`src/rtl/down_counter_timer_pkg.sv`:
```
// Shared types and constants for the loadable down-counter/timer.
// Latency: n/a (declarations only).
// Backpressure: n/a (declarations only).
package down_counter_timer_pkg;

    // Default counter width.
    localparam int DEFAULT_WIDTH = 4;

    // The terminal-count output is a single-cycle pulse.
    localparam int TC_PULSE_LEN = 1;

    // IDLE: stopped or paused, RUN: counting, DONE: reached zero without reload.
    typedef enum logic [1:0] {
        ST_IDLE = 2'd0,
        ST_RUN  = 2'd1,
        ST_DONE = 2'd2
    } state_t;

endpackage : down_counter_timer_pkg

```
`src/rtl/down_counter_timer_if.sv`:
```
// Control and status bundle of the down-counter/timer.
// Latency: n/a (wiring only).
// Backpressure: none; control inputs are sampled every cycle.
interface down_counter_timer_if #(
    parameter int WIDTH = 4
);
    logic             load;
    logic [WIDTH-1:0] load_val;
    logic             start;
    logic             stop;
    logic             ce;
    logic             auto_reload;
    logic [WIDTH-1:0] count;
    logic             tc;
    logic             busy;
    logic             done;

    // Controller side: drives commands, observes status.
    modport master (
        output load, load_val, start, stop, ce, auto_reload,
        input  count, tc, busy, done
    );

    // Timer side: receives commands, reports status.
    modport slave (
        input  load, load_val, start, stop, ce, auto_reload,
        output count, tc, busy, done
    );
endinterface : down_counter_timer_if

```
`src/rtl/down_counter_timer.sv`:
```
// Loadable down-counter/timer with terminal-count pulse and optional auto-reload.
// Latency: all outputs registered; commands take effect on the next rising edge.
// Backpressure: none; start in RUN and stop outside RUN are ignored.
module down_counter_timer
    import down_counter_timer_pkg::*;
#(
    parameter int WIDTH = DEFAULT_WIDTH
) (
    input  logic                clk,
    input  logic                reset,
    down_counter_timer_if.slave bus
);

    localparam logic [WIDTH-1:0] W_ZERO = '0;
    localparam logic [WIDTH-1:0] W_ONE  = {{(WIDTH-1){1'b0}}, 1'b1};

    state_t           r_state;
    logic [WIDTH-1:0] r_count;
    logic [WIDTH-1:0] r_reload;
    logic             r_tc;
    logic             r_busy;
    logic             r_done;

    state_t           w_state_nxt;
    logic [WIDTH-1:0] w_count_nxt;
    logic [WIDTH-1:0] w_reload_nxt;
    logic             w_tc_nxt;

    // Next state and datapath; priority is load > stop (RUN) > start > ce.
    always_comb begin
        w_state_nxt  = r_state;
        w_count_nxt  = r_count;
        w_reload_nxt = r_reload;
        w_tc_nxt     = 1'b0;

        if (bus.load) begin
            w_count_nxt  = bus.load_val;
            w_reload_nxt = bus.load_val;
            w_state_nxt  = ST_IDLE;
        end else if (r_state == ST_RUN && bus.stop) begin
            w_state_nxt = ST_IDLE;
        end else if (r_state != ST_RUN && bus.start) begin
            // Starting from zero is an immediate terminal event.
            if (r_count != W_ZERO) begin
                w_state_nxt = ST_RUN;
            end else begin
                w_state_nxt = ST_DONE;
                w_tc_nxt    = 1'b1;
            end
        end else if (r_state == ST_RUN && bus.ce) begin
            if (r_count > W_ONE) begin
                w_count_nxt = r_count - W_ONE;
            end else if (bus.auto_reload && r_reload != W_ZERO) begin
                // Reload instead of showing zero, so the period stays exact.
                w_count_nxt = r_reload;
                w_tc_nxt    = 1'b1;
            end else begin
                w_count_nxt = W_ZERO;
                w_state_nxt = ST_DONE;
                w_tc_nxt    = 1'b1;
            end
        end
    end

    // State register; busy/done are registered decodes of the next state.
    always_ff @(posedge clk) begin
        if (reset) begin
            r_state  <= ST_IDLE;
            r_count  <= W_ZERO;
            r_reload <= W_ZERO;
            r_tc     <= 1'b0;
            r_busy   <= 1'b0;
            r_done   <= 1'b0;
        end else begin
            r_state  <= w_state_nxt;
            r_count  <= w_count_nxt;
            r_reload <= w_reload_nxt;
            r_tc     <= w_tc_nxt;
            r_busy   <= (w_state_nxt == ST_RUN);
            r_done   <= (w_state_nxt == ST_DONE);
        end
    end

    assign bus.count = r_count;
    assign bus.tc    = r_tc;
    assign bus.busy  = r_busy;
    assign bus.done  = r_done;

endmodule : down_counter_timer

```
`src/flat_wrapper.sv`:
```
// flat-port wrapper written by rule: the top's interface ports become plain ports
module down_counter_timer_flat import down_counter_timer_pkg::*;
#(
    parameter int WIDTH = DEFAULT_WIDTH
)
  (clk, reset, bus_load, bus_load_val, bus_start, bus_stop, bus_ce, bus_auto_reload, bus_count, bus_tc, bus_busy, bus_done);
  down_counter_timer_if #(.WIDTH(WIDTH)) bus_i ();
  input  logic clk;
  input  logic reset;
  input wire logic [$bits(bus_i.load)-1:0] bus_load;
  input wire logic [$bits(bus_i.load_val)-1:0] bus_load_val;
  input wire logic [$bits(bus_i.start)-1:0] bus_start;
  input wire logic [$bits(bus_i.stop)-1:0] bus_stop;
  input wire logic [$bits(bus_i.ce)-1:0] bus_ce;
  input wire logic [$bits(bus_i.auto_reload)-1:0] bus_auto_reload;
  output wire logic [$bits(bus_i.count)-1:0] bus_count;
  output wire logic [$bits(bus_i.tc)-1:0] bus_tc;
  output wire logic [$bits(bus_i.busy)-1:0] bus_busy;
  output wire logic [$bits(bus_i.done)-1:0] bus_done;
  assign bus_i.load = bus_load;
  assign bus_i.load_val = bus_load_val;
  assign bus_i.start = bus_start;
  assign bus_i.stop = bus_stop;
  assign bus_i.ce = bus_ce;
  assign bus_i.auto_reload = bus_auto_reload;
  assign bus_count = bus_i.count;
  assign bus_tc = bus_i.tc;
  assign bus_busy = bus_i.busy;
  assign bus_done = bus_i.done;
  down_counter_timer #(.WIDTH(WIDTH)) u_core (.clk(clk), .reset(reset), .bus(bus_i));
endmodule
```
`config.mk`:
```
export PLATFORM = sky130hd
export DESIGN_NAME = down_counter_timer_flat
export DESIGN_NICKNAME = d
export VERILOG_FILES = /design/src/rtl/down_counter_timer_pkg.sv /design/src/rtl/down_counter_timer_if.sv /design/src/rtl/down_counter_timer.sv /design/src/flat_wrapper.sv
export SDC_FILE = /design/constraint.sdc
export NUM_CORES = 1
export LEC_CHECK = 0
export CORE_MARGIN = 4
export CORE_UTILIZATION = 40
export CTS_CLUSTER_SIZE = 14
export DETAILED_ROUTE_END_ITERATION = 10
export PLACE_DENSITY = 0.68
export SYNTH_ARGS = -nofsm -noshare
export SYNTH_HDL_FRONTEND = slang
export SYNTH_SLANG_ARGS = --single-unit
export TNS_END_PERCENT = 30
```
`constraint.sdc`:
```
create_clock -name clk -period 1.6 [get_ports clk]
set_input_delay 0.16 -clock clk [delete_from_list [all_inputs] [get_ports clk]]
set_output_delay 0.16 -clock clk [all_outputs]
set_load 0.01 [all_outputs]
```
==> flow_metrics.py <==
metrics = {
    "status": {
        "status": "finished clean",
    },
    "critical_path": {
        "crit_slowest_cell": "dfxtp_2",
        "required_ps": 1740,
        "crit_path_start_kind": "flop",
        "max_stage_delay_ps": 340,
        "path_delay_family": "compound AO/OA/AOI/OAI gates",
        "r2r_cells": 7,
        "crit_cells": 7,
        "end_kind": "flop",
        "worstPathMaxFanout": 4,
        "path_class": "reg2reg",
        "cp_data_arrival_time_ps": 1700,
        "path_buf_inv": 2,
        "crit_chain": "inv_1 > ha_1 > buf_4 > nor3_1 > mux2_2 > a311oi_2 > o22ai_1",
    },
    "clocking": {
        "cts_hold_buffers": 0,
        "cts_made_buffers": 3,
        "cts_buffer_depth": 2,
        "cts_sinks": 13,
        "cts_max_level": 1,
        "path_clk_slew_ps": 70,
        "insertion_delay_ps": 270,
        "cts_tree": "done",
        "cts_root_buffer": "clkbuf_4",
    },
    "power_and_ir_drop": {
        "ir_drop_uv": 574,
        "p_leak_uw": 0.000384,
        "pwr_density_cell_nw_per_um2": 745,
    },
    "global_route": {
        "grt_max_degree": 11,
        "first_global_vias": 640,
        "antenna_found_initial": 0,
        "track_usage_pct": 14.0,
        "gr-total-overflow": 0,
        "grt_pass1_wl_um": 2720,
    },
    "routing": {
        "via_per_inst": 5.45,
        "drt_iter0_drc": 12,
        "first_pass_iters": 4,
        "final_antenna_net_count": 0,
        "wl_per_cell_um": 13.6,
        "wl_um": 1640,
        "vias": 660,
        "post-route-drc-count": 0,
    },
    "synth": {
        "synth_nets": 92,
        "synth_flop_cell": "dfxtp_1",
        "yosys-top-cells-area": "dfxtp_1 38%, ha_1 5.5%, nor2_1 4.4%, a21oi_1 3.7%, nand2b_1 3.7%",
        "yosys.area.top_type": "dfxtp_1",
        "syn_inst": 78,
        "yosysWarnings": 0,
        "ys_top_cells_by_count": "13 x dfxtp_1, 8 x nor2_1, 5 x a21oi_1, 5 x nand2_1, 5 x nor3_1",
        "synth_area_um2": 684,
        "ys_async_sr_fraction_pct": 0,
        "ys_ff_latch": 13,
        "avgSynthCellArea_um2": 8.77,
        "synth_cell_types": 34,
        "yosys.area.top_type_share_pct": 38.0,
        "synth_most_common_cell": "dfxtp_1",
        "seq_area_frac_synth_pct": 38.0,
        "synth_edf_count": 0,
    },
    "timing": {
        "setup-tns-final_ps": 0,
        "skew_ps": 4.39,
        "slew_violations": 0,
        "finalSetupViolCount": 0,
        "finalCritPeriodShare_pct": 97.6,
        "period_minus_slack_ps": 1560,
        "tightest_slew_ps": 376,
        "hold_viol": 0,
        "fmax_mhz": 640,
        "hold_slack_ps": 477,
        "relSlewSlack_pct": 74.8,
    },
    "placed_design": {
        "hpwl_um": 1270,
        "place_inst": 117,
        "port_buffers": 17,
        "gp_congestion": 0.790,
        "dpl_cell_area_um2": 923,
    },
    "layout": {
        "fillers": 137,
        "antenna_cells": 0,
        "area_growth_pct": 41.7,
        "layout-drive-gt1-share_pct": 22.9,
        "nets": 120,
        "stdcell_count": 121,
        "design_area_um2": 970,
    },
    "floorplan": {
        "start_util_pct": 43.9,
        "io_pins": 18,
        "die_area_um2": 2440,
        "row_count": 14,
        "core_um2": 1560,
        "die_w_um": 49.4,
        "dieHeight_um": 49.4,
    },
    "flow_run": {
        "cap_violations": 0,
    },
    "worst_hold_path": {
        "holdPathStages": 3,
        "worstHoldPathType": "in2reg",
    },
}
-- cells by family after synthesis --
logic type	synth area share [%]
muxes	1.65
AOI/OAI and AO/OA	23.2
DFF	38.0
buffers and inverters	4.94
adders and majority gates	5.49
and+or+nand+nor	26.7
-- worst register-to-register path: cells and delay by family (launching register included) --
family          cells  cell delay, ps
mux                 1             280
buf+inv             2             210
flops               1             340
compound gates      2             380
simple gates        1              40
fa+ha+maj           1             190
-- final timing paths --
path | to | slack (ps) | from
worst max-delay path | u_core.bus.count[3] | 40 | u_core.bus.count[0]
worst min-delay path | u_core.r_reload[1] | 480 | bus_load_val[1]
worst max register to register | u_core.bus.count[3] | 40 | u_core.bus.count[0]
worst min register to register | u_core.r_reload[2] | 500 | u_core.r_reload[2]
-- layer usage --
layer / wire, um / vias to the layer above / track usage, %
met5: 0 / - / 0
met4: 14 / 0 / 2.84
met3: 98 / 2 / 4.89
met2: 802 / 19 / 23.4
met1: 727 / 296 / 17.2
li1: - / 343 / -
-- power breakdown --
group / switching (uW) / internal [uW]
clock network: 94.0 / 96.4
registers: 16.5 / 342
logic: 76.7 / 97.0
total: 187 / 535
-- layout by cell type (no fill, tap or decap), types with 2 or more instances in the layout --
master / Yosys / final
clkbuf_4: 0 / 3
ha_1: 3 / 2
a21oi_1: 5 / 5
buf_4: 0 / 9
nand4b_1: 2 / 2
clkdlybuf4s50_1: 0 / 17
a31oi_1: 2 / 2
inv_1: 4 / 3
o22ai_1: 2 / 2
nand2_1: 5 / 5
dfxtp_1: 13 / 12
o21a_1: 2 / 2
nor3_1: 5 / 4
nor2_1: 8 / 7
nand2b_1: 4 / 4
-- layout make-up --
cell class                 instances  area [um2]  share of cell area (%)
clock buffer                       4        26.3                    2.71
multi-input combinational         58         409                    42.2
inverter                           4        15.0                    1.55
tap                               16        20.0                    2.06
timing repair buffer              26         238                    24.5
sequential                        13         262                    27.0
-- sequential cells by signal, summed over array words and instances (netlist names) --
name,cells
u_core.r_reload,4
u_core.bus.done,1
u_core.bus.count,4
u_core.r_state,2
u_core.bus.busy,1
u_core.bus.tc,1
-- through the flow --
stage                     worst slack [ps]  utilization [%]  total power [uW]
after floorplan                       25.2                -               445
after global placement                20.2             59.2               528
after detailed placement             -20.4             59.2               530
after CTS                             15.4             60.9               723
after global routing                 -61.8             62.2               771
final                                 38.3             62.2               722
-- what timing repair did --
action                                  in CTS  in global routing
resized for setup                            0                  7
setup buffers                                0                  0
endpoints found under the setup margin       0                  6
(Power assumes the default switching activity.)
